<file path="config.mk">
export PLATFORM = sky130hd
export DESIGN_NAME = fetch_decode_controller_flat
export DESIGN_NICKNAME = d
export VERILOG_FILES = /design/src/rtl/fetch_decode_controller_pkg.sv /design/src/rtl/fetch_decode_controller_if.sv /design/src/rtl/fetch_decode_controller.sv /design/src/flat_wrapper.sv
export SDC_FILE = /design/constraint.sdc
export NUM_CORES = 1
export LEC_CHECK = 0
export CORE_ASPECT_RATIO = 0.8
export CORE_UTILIZATION = 22
export CTS_BUF_LIST = sky130_fd_sc_hd__clkbuf_16
export DETAILED_ROUTE_END_ITERATION = 8
export PLACE_DENSITY = 0.87
export SYNTH_ARGS = -nofsm -noshare
export SYNTH_HDL_FRONTEND = slang
export SYNTH_SLANG_ARGS = --single-unit
</file>
<file path="constraint.sdc">
create_clock -name Clock -period 2 [get_ports Clock]
set_clock_uncertainty 0.15 [all_clocks]
set_input_delay 0.4 -clock Clock [delete_from_list [all_inputs] [get_ports Clock]]
set_output_delay 0.4 -clock Clock [all_outputs]
set_load 0.005 [all_outputs]
</file>
<file path="src/rtl/fetch_decode_controller_pkg.sv">
// ---------------------------------------------------------------------------
// fetch_decode_controller_pkg : state encodings, opcodes and control codes
// Revision: 1.0
// ---------------------------------------------------------------------------
`default_nettype none

package fetch_decode_controller_pkg;

  typedef enum logic [1:0] {
    ST_FETCH_L = 2'b00,
    ST_FETCH_H = 2'b01,
    ST_EXEC    = 2'b10,
    ST_HALT    = 2'b11
  } state_e;

  localparam logic [5:0] OP_BRA = 6'h00;
  localparam logic [5:0] OP_BNE = 6'h01;
  localparam logic [5:0] OP_LDI = 6'h02;
  localparam logic [5:0] OP_ADD = 6'h03;
  localparam logic [5:0] OP_HLT = 6'h04;

  localparam logic [2:0] RF_FUN_LOAD   = 3'b010;
  localparam logic [2:0] ARF_FUN_INC   = 3'b001;
  localparam logic [2:0] ARF_FUN_LOAD  = 3'b010;
  localparam logic [4:0] ALU_FUN_ADD16 = 5'b10100;

  localparam logic [1:0] MUX_ALU_OUT = 2'b00;
  localparam logic [1:0] MUX_IR_LO   = 2'b11;
  localparam logic [1:0] ARF_SEL_PC  = 2'b00;
  localparam logic [2:0] ARF_EN_PC   = 3'b100;

  // Complete control word; field order is shared with the bench
  typedef struct packed {
    logic [2:0] rf_outa_sel;
    logic [2:0] rf_outb_sel;
    logic [2:0] rf_fun_sel;
    logic [3:0] rf_reg_sel;
    logic [3:0] rf_scr_sel;
    logic [4:0] alu_fun_sel;
    logic       alu_wf;
    logic [1:0] arf_outc_sel;
    logic [1:0] arf_outd_sel;
    logic [2:0] arf_fun_sel;
    logic [2:0] arf_reg_sel;
    logic       ir_lh;
    logic       ir_write;
    logic       mem_wr;
    logic       mem_cs;
    logic [1:0] muxa_sel;
    logic [1:0] muxb_sel;
    logic       muxc_sel;
  } ctrl_t;

  localparam ctrl_t CTRL_IDLE = '{mem_cs: 1'b1, default: '0};

  // Register index 0 (R1) maps to enable bit 3
  function automatic logic [3:0] rf_onehot(input logic [1:0] idx);
    return 4'b1000 >> idx;
  endfunction

endpackage

`default_nettype wire

</file>
<file path="src/rtl/fetch_decode_controller_if.sv">
// ---------------------------------------------------------------------------
// fetch_decode_controller_if : sequencer <-> datapath control bundle
// Revision: 1.0
// ---------------------------------------------------------------------------
`default_nettype none

interface fetch_decode_controller_if;
  logic [15:0] IROut;
  logic [3:0]  FlagsOut;
  logic [2:0]  RF_OutASel;
  logic [2:0]  RF_OutBSel;
  logic [2:0]  RF_FunSel;
  logic [3:0]  RF_RegSel;
  logic [3:0]  RF_ScrSel;
  logic [4:0]  ALU_FunSel;
  logic        ALU_WF;
  logic [1:0]  ARF_OutCSel;
  logic [1:0]  ARF_OutDSel;
  logic [2:0]  ARF_FunSel;
  logic [2:0]  ARF_RegSel;
  logic        IR_LH;
  logic        IR_Write;
  logic        Mem_WR;
  logic        Mem_CS;
  logic [1:0]  MuxASel;
  logic [1:0]  MuxBSel;
  logic        MuxCSel;
  logic [1:0]  State;
  logic        Halted;

  modport master (
    input  IROut, FlagsOut,
    output RF_OutASel, RF_OutBSel, RF_FunSel, RF_RegSel, RF_ScrSel,
    output ALU_FunSel, ALU_WF,
    output ARF_OutCSel, ARF_OutDSel, ARF_FunSel, ARF_RegSel,
    output IR_LH, IR_Write, Mem_WR, Mem_CS,
    output MuxASel, MuxBSel, MuxCSel, State, Halted
  );

  modport slave (
    output IROut, FlagsOut,
    input  RF_OutASel, RF_OutBSel, RF_FunSel, RF_RegSel, RF_ScrSel,
    input  ALU_FunSel, ALU_WF,
    input  ARF_OutCSel, ARF_OutDSel, ARF_FunSel, ARF_RegSel,
    input  IR_LH, IR_Write, Mem_WR, Mem_CS,
    input  MuxASel, MuxBSel, MuxCSel, State, Halted
  );
endinterface

`default_nettype wire

</file>
<file path="src/rtl/fetch_decode_controller.sv">
// ---------------------------------------------------------------------------
// fetch_decode_controller : 3-cycle fetch/fetch/execute sequencer and decoder
// Revision: 1.0
// ---------------------------------------------------------------------------
`default_nettype none

module fetch_decode_controller
  import fetch_decode_controller_pkg::*;
(
  input  wire logic                  Clock,
  input  wire logic                  Reset,
  fetch_decode_controller_if.master  bus
);

  state_e      r_state;
  ctrl_t       w_ctrl;
  logic [5:0]  w_opcode;
  logic [1:0]  w_rd;
  logic [1:0]  w_rs1;
  logic [1:0]  w_rs2;
  logic        w_zero;
  logic        w_take_branch;
  logic        w_unused;

  assign w_opcode = bus.IROut[15:10];
  assign w_rd     = bus.IROut[9:8];
  assign w_rs1    = bus.IROut[5:4];
  assign w_rs2    = bus.IROut[1:0];
  assign w_zero   = bus.FlagsOut[3];
  assign w_unused = ^bus.FlagsOut[2:0];

  assign w_take_branch = (w_opcode == OP_BRA) ||
                         ((w_opcode == OP_BNE) && !w_zero);

  always_ff @(posedge Clock or negedge Reset) begin
    if (!Reset) begin
      r_state <= ST_FETCH_L;
    end else begin
      case (r_state)
        ST_FETCH_L: r_state <= ST_FETCH_H;
        ST_FETCH_H: r_state <= ST_EXEC;
        ST_EXEC:    r_state <= (w_opcode == OP_HLT) ? ST_HALT : ST_FETCH_L;
        ST_HALT:    r_state <= ST_HALT;
        default:    r_state <= ST_FETCH_L;
      endcase
    end
  end

  // Reset gates the decode so FETCH_L's non-idle controls never leak out
  // while the sequencer is held in reset.
  always_comb begin
    w_ctrl = CTRL_IDLE;
    if (Reset) begin
      case (r_state)
        ST_FETCH_L, ST_FETCH_H: begin
          w_ctrl.arf_outd_sel = ARF_SEL_PC;
          w_ctrl.mem_cs       = 1'b0;
          w_ctrl.ir_write     = 1'b1;
          w_ctrl.ir_lh        = (r_state == ST_FETCH_H);
          w_ctrl.arf_reg_sel  = ARF_EN_PC;
          w_ctrl.arf_fun_sel  = ARF_FUN_INC;
        end
        ST_EXEC: begin
          if (w_take_branch) begin
            w_ctrl.muxb_sel    = MUX_IR_LO;
            w_ctrl.arf_fun_sel = ARF_FUN_LOAD;
            w_ctrl.arf_reg_sel = ARF_EN_PC;
          end else if (w_opcode == OP_LDI) begin
            w_ctrl.muxa_sel   = MUX_IR_LO;
            w_ctrl.rf_fun_sel = RF_FUN_LOAD;
            w_ctrl.rf_reg_sel = rf_onehot(w_rd);
          end else if (w_opcode == OP_ADD) begin
            w_ctrl.rf_outa_sel = {1'b0, w_rs1};
            w_ctrl.rf_outb_sel = {1'b0, w_rs2};
            w_ctrl.alu_fun_sel = ALU_FUN_ADD16;
            w_ctrl.alu_wf      = 1'b1;
            w_ctrl.muxa_sel    = MUX_ALU_OUT;
            w_ctrl.rf_fun_sel  = RF_FUN_LOAD;
            w_ctrl.rf_reg_sel  = rf_onehot(w_rd);
          end
        end
        default: w_ctrl = CTRL_IDLE;
      endcase
    end
  end

  assign bus.RF_OutASel  = w_ctrl.rf_outa_sel;
  assign bus.RF_OutBSel  = w_ctrl.rf_outb_sel;
  assign bus.RF_FunSel   = w_ctrl.rf_fun_sel;
  assign bus.RF_RegSel   = w_ctrl.rf_reg_sel;
  assign bus.RF_ScrSel   = w_ctrl.rf_scr_sel;
  assign bus.ALU_FunSel  = w_ctrl.alu_fun_sel;
  assign bus.ALU_WF      = w_ctrl.alu_wf;
  assign bus.ARF_OutCSel = w_ctrl.arf_outc_sel;
  assign bus.ARF_OutDSel = w_ctrl.arf_outd_sel;
  assign bus.ARF_FunSel  = w_ctrl.arf_fun_sel;
  assign bus.ARF_RegSel  = w_ctrl.arf_reg_sel;
  assign bus.IR_LH       = w_ctrl.ir_lh;
  assign bus.IR_Write    = w_ctrl.ir_write;
  assign bus.Mem_WR      = w_ctrl.mem_wr;
  assign bus.Mem_CS      = w_ctrl.mem_cs;
  assign bus.MuxASel     = w_ctrl.muxa_sel;
  assign bus.MuxBSel     = w_ctrl.muxb_sel;
  assign bus.MuxCSel     = w_ctrl.muxc_sel;
  assign bus.State       = r_state;
  assign bus.Halted      = (r_state == ST_HALT);

  a_no_mem_write: assert property (@(posedge Clock) disable iff (!Reset)
    !bus.Mem_WR);
  a_rf_onehot: assert property (@(posedge Clock) disable iff (!Reset)
    $onehot0(bus.RF_RegSel));

endmodule

`default_nettype wire

</file>
<file path="src/flat_wrapper.sv">
// flat-port wrapper written by rule: the top's interface ports become plain ports
module fetch_decode_controller_flat import fetch_decode_controller_pkg::*;
  (Clock, Reset, bus_IROut, bus_FlagsOut, bus_RF_OutASel, bus_RF_OutBSel, bus_RF_FunSel, bus_RF_RegSel, bus_RF_ScrSel, bus_ALU_FunSel, bus_ALU_WF, bus_ARF_OutCSel, bus_ARF_OutDSel, bus_ARF_FunSel, bus_ARF_RegSel, bus_IR_LH, bus_IR_Write, bus_Mem_WR, bus_Mem_CS, bus_MuxASel, bus_MuxBSel, bus_MuxCSel, bus_State, bus_Halted);
  fetch_decode_controller_if bus_i ();
  input  wire logic Clock;
  input  wire logic Reset;
  input wire logic [$bits(bus_i.IROut)-1:0] bus_IROut;
  input wire logic [$bits(bus_i.FlagsOut)-1:0] bus_FlagsOut;
  output wire logic [$bits(bus_i.RF_OutASel)-1:0] bus_RF_OutASel;
  output wire logic [$bits(bus_i.RF_OutBSel)-1:0] bus_RF_OutBSel;
  output wire logic [$bits(bus_i.RF_FunSel)-1:0] bus_RF_FunSel;
  output wire logic [$bits(bus_i.RF_RegSel)-1:0] bus_RF_RegSel;
  output wire logic [$bits(bus_i.RF_ScrSel)-1:0] bus_RF_ScrSel;
  output wire logic [$bits(bus_i.ALU_FunSel)-1:0] bus_ALU_FunSel;
  output wire logic [$bits(bus_i.ALU_WF)-1:0] bus_ALU_WF;
  output wire logic [$bits(bus_i.ARF_OutCSel)-1:0] bus_ARF_OutCSel;
  output wire logic [$bits(bus_i.ARF_OutDSel)-1:0] bus_ARF_OutDSel;
  output wire logic [$bits(bus_i.ARF_FunSel)-1:0] bus_ARF_FunSel;
  output wire logic [$bits(bus_i.ARF_RegSel)-1:0] bus_ARF_RegSel;
  output wire logic [$bits(bus_i.IR_LH)-1:0] bus_IR_LH;
  output wire logic [$bits(bus_i.IR_Write)-1:0] bus_IR_Write;
  output wire logic [$bits(bus_i.Mem_WR)-1:0] bus_Mem_WR;
  output wire logic [$bits(bus_i.Mem_CS)-1:0] bus_Mem_CS;
  output wire logic [$bits(bus_i.MuxASel)-1:0] bus_MuxASel;
  output wire logic [$bits(bus_i.MuxBSel)-1:0] bus_MuxBSel;
  output wire logic [$bits(bus_i.MuxCSel)-1:0] bus_MuxCSel;
  output wire logic [$bits(bus_i.State)-1:0] bus_State;
  output wire logic [$bits(bus_i.Halted)-1:0] bus_Halted;
  assign bus_i.IROut = bus_IROut;
  assign bus_i.FlagsOut = bus_FlagsOut;
  assign bus_RF_OutASel = bus_i.RF_OutASel;
  assign bus_RF_OutBSel = bus_i.RF_OutBSel;
  assign bus_RF_FunSel = bus_i.RF_FunSel;
  assign bus_RF_RegSel = bus_i.RF_RegSel;
  assign bus_RF_ScrSel = bus_i.RF_ScrSel;
  assign bus_ALU_FunSel = bus_i.ALU_FunSel;
  assign bus_ALU_WF = bus_i.ALU_WF;
  assign bus_ARF_OutCSel = bus_i.ARF_OutCSel;
  assign bus_ARF_OutDSel = bus_i.ARF_OutDSel;
  assign bus_ARF_FunSel = bus_i.ARF_FunSel;
  assign bus_ARF_RegSel = bus_i.ARF_RegSel;
  assign bus_IR_LH = bus_i.IR_LH;
  assign bus_IR_Write = bus_i.IR_Write;
  assign bus_Mem_WR = bus_i.Mem_WR;
  assign bus_Mem_CS = bus_i.Mem_CS;
  assign bus_MuxASel = bus_i.MuxASel;
  assign bus_MuxBSel = bus_i.MuxBSel;
  assign bus_MuxCSel = bus_i.MuxCSel;
  assign bus_State = bus_i.State;
  assign bus_Halted = bus_i.Halted;
  fetch_decode_controller u_core (.Clock(Clock), .Reset(Reset), .bus(bus_i));
endmodule
</file>
# Word-level counts from Yosys, hierarchy flattened
# Index checks and enable logic that the tools add are counted.
# classes
mul	0
n_eq_ne	7
n_shift	1
reduce_logical	6
div_mod_pow	0
bitwise	0
n_addsub	0
n_mux	20
n_lt_le_gt_ge	0
# ops
op	count
42-bit 2-to-1 mux	1
6-bit 2-to-1 mux	5
13-bit 2-to-1 mux	2
6-bit by 2-bit == test with 1-bit output (second input constant)	2
12-bit 2-to-1 mux	1
6-bit case mux with 2 select lines	1
2-bit 2-to-1 mux	5
2-bit case mux with 4 select lines	1
7-bit 2-to-1 mux	1
6-bit by 1-bit == test with 1-bit output (second input constant)	1
6-bit by 3-bit == test with 1-bit output (second input constant)	1
6-bit zero test	1
5-bit 2-to-1 mux	1
2-bit == test (second input constant)	2
4-bit 2-to-1 mux	1
4-bit by 2-bit >> shifter with 4-bit output (first input constant)	1
2-bit by 1-bit == test with 1-bit output (second input constant)	1
2-bit zero test	1
2-bit OR reduction	1
1-bit logical AND	1
1-bit zero test	1
1-bit logical OR	1
1-bit 2-to-1 mux	1
# totals
ramBits	0
ff_bits	2
elab_cells	35
mem_bits_ro	0
inputBits	22
out_inout_bits	45
memories	0
latch_bits	0

# Logic depth before layout (Yosys ltp)
# Gate-level depths: netlist of run 1.
# logic_depth
ltp_word	6
ltp_mapped	4
mapped_depth_nobuf	4

# Least setup slack after synthesis of run 1
# No wires, ideal clock.
# synth_timing
path_kind	register -> output
start	reg u_core.r_state[0], in the netlist u_core.bus.State[0]
end	out bus_MuxASel[1]
path_stages_with_launch	5
path_buffers	1
t_required_ps	1450
setup_slack_ps	266
t_arrival_ps	1184
cell_sequence	dfrtp_1 and4bb_1 nand3_2 nor2_1 buf_4
# synth_via
elab_chain_cells	3
# synth_lines
element	line_no	text
from (decl)	fetch_decode_controller.sv:15	state_e r_state;
from (signal assigned)	fetch_decode_controller.sv:42	ST_EXEC: r_state <= (w_opcode == OP_HLT) ? ST_HALT : ST_FETCH_L;
2-bit == test	fetch_decode_controller.sv:54	case (r_state)
4-bit 2-to-1 mux	fetch_decode_controller.sv:54	
42-bit 2-to-1 mux	fetch_decode_controller.sv:53	if (Reset) begin
to (decl)	flat_wrapper.sv:24	output wire logic [$bits(bus_i.MuxASel)-1:0] bus_MuxASel;
# No other way between the ends.

# Worst setup path in the final report of run 1
# layout_timing
start	reg u_core.r_state[0], in the netlist u_core.bus.State[0]
end	out bus_RF_OutASel[0]
# layout_via
elab_chain_cells	3
# layout_lines
element	line_no	text
2-bit == test	fetch_decode_controller.sv:54	
13-bit 2-to-1 mux	fetch_decode_controller.sv:54	
42-bit 2-to-1 mux	fetch_decode_controller.sv:53	
to (decl)	flat_wrapper.sv:9	output wire logic [$bits(bus_i.RF_OutASel)-1:0] bus_RF_OutASel;
# No other way between the ends.

==> results.toml, run 1 <==
[placement]
io_buffers = 39
dpl_cell_area_um2 = 781
routabilityCongestion = 0.754
detailed_place_hpwl_um = 1030

[clock_network]
cts_buffers = 3
path_clk_slew_ns = 0.03
clkSinkCount = 2
clockRootBuffer = "clkbuf_16"
clk_latency_ns = 0.22
tritoncts = "yes"
htreeDepth = 1
clock_tree.buffer_depth = 2

[final_layout]
fill_cells = 159
drive_gt1_share_pct = 46.3
area_growth_pct = 116
multiInputGateArea_um2 = 310
final_nets = 132
largest_reg_flops = 2
fin_area_um2 = 921
final-seq-area_um2 = 50.0
diodes = 0

[timing]
period_needed_ns = 2.08
drv_slew = 0
rsz0062_at_grt = "yes"
worst_slack_ns = -0.0761
finalHoldViolCount = 0
fin_crit_sh_pct = 104
whs_ns = 0.0446
setup_viol = 6
max_freq_mhz = 482

[outcome]
status = "finished, violations left"
violations = "setup timing"

[logic_synthesis]
synth_top_cell_by_area = "buf_4"
yosysTopAreaCellShare_pct = 42.2
avgSynthCellArea_um2 = 7.49
synthTopCellsByArea = "buf_4 42%, dfrtp_1 12%, and2_1 8.8%"
yosysUniqueCellTypes = 19
synth_flop_cell = "dfrtp_1"
ys.warnings.count = 0
ys_seq_area_share_pct = 11.7
synth_common_cells = "24 x buf_4, 6 x and2_1, 5 x nor2_1"
ys_ff_latch = 2
synthCells = 57
async_flop_share_pct = 100
synth_enable_flop_cells = 0
syn_area_um2 = 427
post-synth-top-count-cell = "buf_4"

[critical_path]
cp.required_ns = 1.45
cp.arrival_ns = 1.53
crit_type = "flip-flop to primary output"
max_stage_delay_ns = 0.37
crit_top_cell = "buf_6"
critPathLaunchType = "flip-flop"
cp_slowest_cell = "dfrtp_1"
cp-end-kind = "primary output"
path_cells = "and4bb_2, and4_4, buf_6, and2_4, buf_6"
crit_fanout = 6

[grt]
grt_first_pass_wirelength_um = 1950
grt_max_degree = 7
track_usage_pct = 13.0
grt_overflow = 0
grt_pass1_vias = 447
antenna_found_initial = 0

[floorplan]
die_height_um = 41.4
ios = 67
die_area_mm2 = 0.00212
die_x_um = 51.2
rows = 13
initial_core_util_pct = 24.7
core_mm2 = 0.00172

[route]
firstDrtPassIters = 2
via_count = 511
antenna_left = 0
viasPerCell = 3.93
drtIter0Drc = 1
routedWlPerCell_um = 11.3
drt-total-wl_um = 1470
drc = 0

[min_path]
hold_class = "primary input to async pin"

[power]
powerDensity_mw_per_mm2 = 743
vdd_drop_max_mv = 0.740
leakage_nw = 0.542

[run]
drv_cap = 0
[logic make-up after synthesis]
| kind of cell | synth area share, % |
|---|---|
| AOI/OAI and AO/OA | 8.50 |
| buffers and inverters | 45.7 |
| DFF | 11.7 |
| other | 0.879 |
| and+or+nand+nor | 33.1 |
[metal layers]
layer / GRT usage (%) / share of wire (%) / routed length (um) / vias up
li1: - / - / - / 245
met1: 11.9 / 31 / 452 / 234
met2: 27.3 / 58 / 857 / 28
met3: 5.07 / 8.5 / 126 / 4
met4: 5.41 / 2.6 / 39 / 0
met5: 0 / 0 / 0 / -
[report_power, final]
group,internal [W],switching [W]
Combinational,0.000184,0.000131
Sequential,0.0000617,0.0000105
Clock,0.000254,0.0000434
Total,0.000500,0.000185
[repair_timing]
item	4_1_cts	5_1_grt
setup buffers	7	1
hold buffers	0	0
endpoints found under the hold margin	0	0
pin swaps	9	3
resized for setup	82	14
endpoints found under the setup margin	22	18
[critical path, delay by kind of cell (launching register included)]
| family | cells | cell delay, ns |
|---|---|---|
| AND/OR/NAND/NOR | 3 | 0.75 |
| buffers and inverters | 2 | 0.18 |
| flip-flops | 1 | 0.37 |
[layout by cell type, fill, tap and decap left out, types with 3 or more instances in the layout]
cell / n
and2_1: 4
buf_2: 12
buf_4: 10
buf_6: 6
clkbuf_16: 3
clkdlybuf4s15_1: 3
clkdlybuf4s50_1: 11
conb_1: 20
dlygate4sd2_1: 8
[layout make-up]
type / instances / share of cell area, %
flip-flops and latches: 2 / 5.43
inverters: 4 / 1.63
well taps: 22 / 2.99
clock buffers: 3 / 8.15
multi-input cells: 46 / 33.7
repair buffers: 53 / 48.1
[per-stage QoR]
stage	TNS [ns]	setup slack [ns]	utilization (%)	total power, W	cells
final	-0.166	-0.0761	53.4	0.000685	130
after global routing	-0.886	-0.139	53.4	0.000728	130
after CTS	-0.131	-0.0764	51.2	0.000685	129
after global placement	-10.20	-0.586	45.3	0.000367	119
after floorplan	0	0.266	-	0.000200	76
after detailed placement	-10.65	-0.634	45.3	0.000378	119
[path summary, 6_finish.rpt]
check                                                 to                     startpoint  slack, ns  cells past startpoint
max                                    bus_RF_OutASel[0]  u_core.bus.State[0]$_DFF_PN0_      -0.08                      5
min                        u_core.bus.State[0]$_DFF_PN0_                          Reset       0.04                      2
max reg2reg                u_core.bus.State[0]$_DFF_PN0_  u_core.bus.State[0]$_DFF_PN0_       0.88                      3
min reg2reg                u_core.bus.State[0]$_DFF_PN0_  u_core.bus.State[0]$_DFF_PN0_       0.45                      2
max in group asynchronous  u_core.bus.State[1]$_DFF_PN0_                          Reset       1.56                      2
min in group Clock         u_core.bus.State[0]$_DFF_PN0_  u_core.bus.State[0]$_DFF_PN0_       0.45                      2
(Power assumes the default switching activity.)
==> run 2, diff against run 1 <==
CORE_MARGIN = 1.5   (was unset)
SLEW_MARGIN = 20   (was unset)
==> run 2 against run 1 <==
The run still ends with setup timing left; power fell by 2.0%; final cell count unchanged; flip-flop and latch count unchanged; critical endpoint is now bus_RF_OutBSel[1]; global-route usage decreased by 2.2 points; die area is 4.4% higher; fmax grew 0.57%; sequential share of layout area up 0.11 points; worst hold slack lost 0.0044 ns; design area shrank 1.9%; routed wire length shrank 18%; clock-buffer cell count is the same; critical path depth did not move.
==> results.toml, run 2 (synthesized netlist as in run 1, its figures left out) <==
[outcome]
status = "finished, violations left"
violations = "setup timing"

[critical_path]
critPathTopFamily = "simple AND/OR/NAND/NOR gates"
cp_slowest_cell = "dfrtp_1"
max_stage_delay_ns = 0.36
crit_top_cell = "buf_6"
cp_num_buf_inv = 2
cp-end-kind = "primary output"
cp.arrival_ns = 1.51
crit_type = "flip-flop to primary output"
path_cells = "and4bb_2, and4_4, buf_6, and2_4, buf_6"
cp.required_ns = 1.45
crit_fanout = 5
critPathLaunchType = "flip-flop"

[clock_network]
cts_buffers = 3
clockRootBuffer = "clkbuf_16"
htreeDepth = 1
clkSinkCount = 2
path_clk_slew_ns = 0.03
clk_latency_ns = 0.22
tritoncts = "yes"
ctsHoldBuffers = 0
clock_tree.buffer_depth = 2

[timing]
drv_slew = 0
finalHoldViolCount = 0
rsz0062_at_grt = "yes"
whs_ns = 0.0403
max_freq_mhz = 484
worst_slack_ns = -0.0643
setup_viol = 4
period_needed_ns = 2.06
fin_crit_sh_pct = 103

[power]
leakage_nw = 0.511
vdd_drop_max_mv = 0.582
total_power_w = 0.000671
powerDensity_mw_per_mm2 = 743

[final_layout]
drive_gt1_share_pct = 44.3
fill_cells = 194
largest_reg_flops = 2
final_nets = 130
diodes = 0
final_cell_mix = "20 x conb_1, 12 x clkdlybuf4s50_1, 10 x buf_2"
fin_util_pct = 48.7
area_growth_pct = 112
layout_commonest_cell = "conb_1"
finalNonFillerCells = 130

[grt]
track_usage_pct = 10.8
antenna_found_initial = 0
grt_overflow = 0
grt_pass1_vias = 412
grt_max_degree = 7
grt_first_pass_wirelength_um = 1770

[placement]
pre_cts_slack_ns = -0.629
detailed_place_hpwl_um = 924
dp.cells = 120
routabilityCongestion = 0.710
io_buffers = 39

[route]
drc = 0
antenna_left = 0
firstDrtPassIters = 4
viasPerCell = 3.82
wl_met2_um = 652
via_count = 497
top_layer = "met4"
routedWlPerCell_um = 9.29
drt-total-wl_um = 1210
wl_met3_um = 142
drtIter0Drc = 7
routedLengthMet1_um = 389

[floorplan]
die_area_mm2 = 0.00221
core_mm2 = 0.00186
die_x_um = 52.2
ios = 67
die_height_um = 42.4
rows = 14
initial_core_util_pct = 23.0

[run]
drv_cap = 0

[min_path]
hold_class = "primary input to async pin"
[run 2: routing by layer]
| metal | vias up | global-route usage, % |
|---|---|---|
| met4 | 0 | 7.69 |
| met2 | 36 | 18.7 |
| met5 | - | 0 |
| met3 | 2 | 2.86 |
| met1 | 218 | 11.1 |
| li1 | 241 | - |
[run 2: path summary, 6_finish.rpt]
kind | start | end | slack (ns) | cells after the start
setup / recovery | u_core.bus.State[0]$_DFF_PN0_ | bus_RF_OutBSel[1] | -0.06 | 5
hold / removal | Reset | u_core.bus.State[0]$_DFF_PN0_ | 0.04 | 2
setup reg to reg | u_core.bus.State[0]$_DFF_PN0_ | u_core.bus.State[0]$_DFF_PN0_ | 0.89 | 3
hold reg to reg | u_core.bus.State[0]$_DFF_PN0_ | u_core.bus.State[0]$_DFF_PN0_ | 0.42 | 2
max in group asynchronous | Reset | u_core.bus.State[1]$_DFF_PN0_ | 1.57 | 2
min in group Clock | bus_IROut[12] | u_core.bus.State[1]$_DFF_PN0_ | 0.31 | 2
[run 2: where the power goes]
part / switching [W] / internal [W]
Combinational: 0.000119 / 0.000178
Clock: 0.0000472 / 0.000254
Sequential: 0.0000103 / 0.0000617
Total: 0.000177 / 0.000494
[run 2: layout make-up]
type                            count  area, um^2  share of cell area, %
Inverter                            4        15.0                   1.66
Multi-Input combinational cell     46         294                   32.5
Tap cell                           24        30.0                   3.32
Timing Repair Buffer               51         439                   48.6
Clock buffer                        3        75.1                   8.31
Sequential cell                     2        50.0                   5.54
[run 2: repair_timing]
action / in CTS / in global routing
pin swaps: 8 / 4
buffers inserted: 6 / 1
cloned: 0 / 0
endpoints found under the setup margin: 22 / 15
gates resized for setup: 81 / 13
[run 2: metrics by stage]
step / area (um^2) / setup TNS (ns)
global route: 903 / -0.643
floorplan: 498 / 0
detailed placement: 776 / -11.13
finish: 903 / -0.146
CTS: 883 / -0.157
global placement: 776 / -10.69
==> run 3, diff against run 2 <==
PLACE_DENSITY = 0.79   (was 0.87)
==> run 3 against run 2 <==
The run still ends with setup timing left; non-clock buffer count stayed put; sequential power is 1% lower; fmax is 0.97% higher; critical path depth stayed put; flip-flop and latch count stayed put; combinational power hardly changed; setup slack better by 0.020 ns; power is 1.0% lower; worst hold slack better by 0.0018 ns; core utilization is 0.54 points lower; first-iteration DRC count is 57% lower; global-route usage is 0.43 points lower; largest cell class unchanged; largest power group is now combinational logic; highest routed layer is now met3.
==> results.toml, run 3 (synthesized netlist as in run 1, its figures left out) <==
[clock_network]
path_clk_slew_ns = 0.03
clk_latency_ns = 0.22
clock_tree.buffer_depth = 2
htreeDepth = 1
clockRootBuffer = "clkbuf_16"
tritoncts = "yes"
clkSinkCount = 2
cts_buffers = 3
ctsHoldBuffers = 0

[critical_path]
cp-end-kind = "primary output"
r2r_start = "u_core.bus.State[0]$_DFF_PN0_"
cp_slowest_cell = "dfrtp_1"
crit_type = "flip-flop to primary output"
max_stage_delay_ns = 0.36
crit_fanout = 3
critPathLaunchType = "flip-flop"
path_cells = "and4bb_2, and4_4, buf_6, and2_1, buf_2"
setup.worst_path.start = "u_core.bus.State[0]$_DFF_PN0_"
cp.arrival_ns = 1.49
cp.required_ns = 1.45

[power]
vdd_drop_max_mv = 0.755
powerDensity_mw_per_mm2 = 743
total_power_w = 0.000664
leakage_nw = 0.518

[outcome]
status = "finished, violations left"
violations = "setup timing"

[floorplan]
die_area_mm2 = 0.00221
initial_core_util_pct = 23.0
die_height_um = 42.4
core_mm2 = 0.00186
rows = 14
ios = 67
die_x_um = 52.2

[route]
firstDrtPassIters = 2
antenna_left = 0
routedWlPerCell_um = 9.38
viasPerCell = 3.75
via_count = 487
drt-total-wl_um = 1220
drtIter0Drc = 3
drc = 0

[timing]
setup_viol = 8
worst_slack_ns = -0.0444
drv_slew = 0
setup_tns_ns = -0.238
max_freq_mhz = 489
fin_crit_sh_pct = 102
finalHoldViolCount = 0
rsz0062_at_grt = "yes"
period_needed_ns = 2.04

[placement]
dp.cells = 121
io_buffers = 39
detailed_place_hpwl_um = 952
routabilityCongestion = 0.656
pre_cts_slack_ns = -0.603

[final_layout]
area_growth_pct = 109
finalNonFillerCells = 130
drive_gt1_share_pct = 43.4
final_cell_mix = "20 x conb_1, 11 x clkdlybuf4s50_1, 11 x buf_2"
final_nets = 130
layout_commonest_cell = "conb_1"
largest_reg_flops = 2
fill_cells = 189
diodes = 0

[min_path]
hold_class = "primary input to async pin"

[grt]
track_usage_pct = 10.4
grt_overflow = 0
grt_max_degree = 7
grt_pass1_vias = 420
grt_first_pass_wirelength_um = 1740
antenna_found_initial = 0

[run]
drv_cap = 0
[run 3: cell types whose count changed in the layout (fill, tap and decap cells not counted), sizes merged]
cell / previous run / this run
dlymetal6s2s: 2 / 3
clkdlybuf4s50: 12 / 11
[run 3: worst paths after layout]
| path | to | slack, ns | cells after the start |
|---|---|---|---|
| setup / recovery | bus_RF_OutBSel[0] | -0.04 | 5 |
| hold / removal | u_core.bus.State[0]$_DFF_PN0_ | 0.04 | 2 |
| setup reg to reg | u_core.bus.State[0]$_DFF_PN0_ | 0.93 | 3 |
| hold reg to reg | u_core.bus.State[0]$_DFF_PN0_ | 0.41 | 2 |
| max in group asynchronous | u_core.bus.State[1]$_DFF_PN0_ | 1.56 | 2 |
| min in group Clock | u_core.bus.State[1]$_DFF_PN0_ | 0.40 | 3 |
[run 3: stage by stage]
stage | util [%] | instance area [um^2] | hold WS [ns]
6_report | 48.1 | 893 | 0.0420
5_1_grt | 48.1 | 893 | 0.0675
4_1_cts | 46.8 | 868 | 0.0428
3_5_place_dp | 42.2 | 783 | 0.407
3_3_place_gp | 42.2 | 783 | 0.403
2_1_floorplan | - | 498 | -0.0456
[run 3: final cells by class]
class	count	area (um^2)	share of cell area (%)
clock buffer	3	75.1	8.40
timing repair buffer	51	432	48.3
sequential	2	50.0	5.60
tap	24	30.0	3.36
multi-input combinational	46	292	32.6
inverter	4	15.0	1.68
[run 3: metal layers]
layer  share of wire [%]  track usage, %
met4                   0            3.08
met3                 9.7            3.93
met1                  38            11.4
met2                  52            18.5
met5                   0               0
[run 3: timing repair]
item | 4_1_cts | 5_1_grt
setup buffers | 5 | 1
hold endpoints to repair | 0 | 0
resized for setup | 78 | 15
pin swaps | 8 | 4
endpoints found under the setup margin | 22 | 13
[run 3: power breakdown]
group	internal, W	total [W]	switching [W]
Sequential	0.0000616	0.0000710	0.00000938
Combinational	0.000178	0.000297	0.000119
Clock	0.000254	0.000296	0.0000421
[run 3: critical path, delay by kind of cell (launching register included)]
kind | cells | cell delay (ns)
and+or+nand+nor | 3 | 0.72
DFF | 1 | 0.36
buffers and inverters | 2 | 0.20
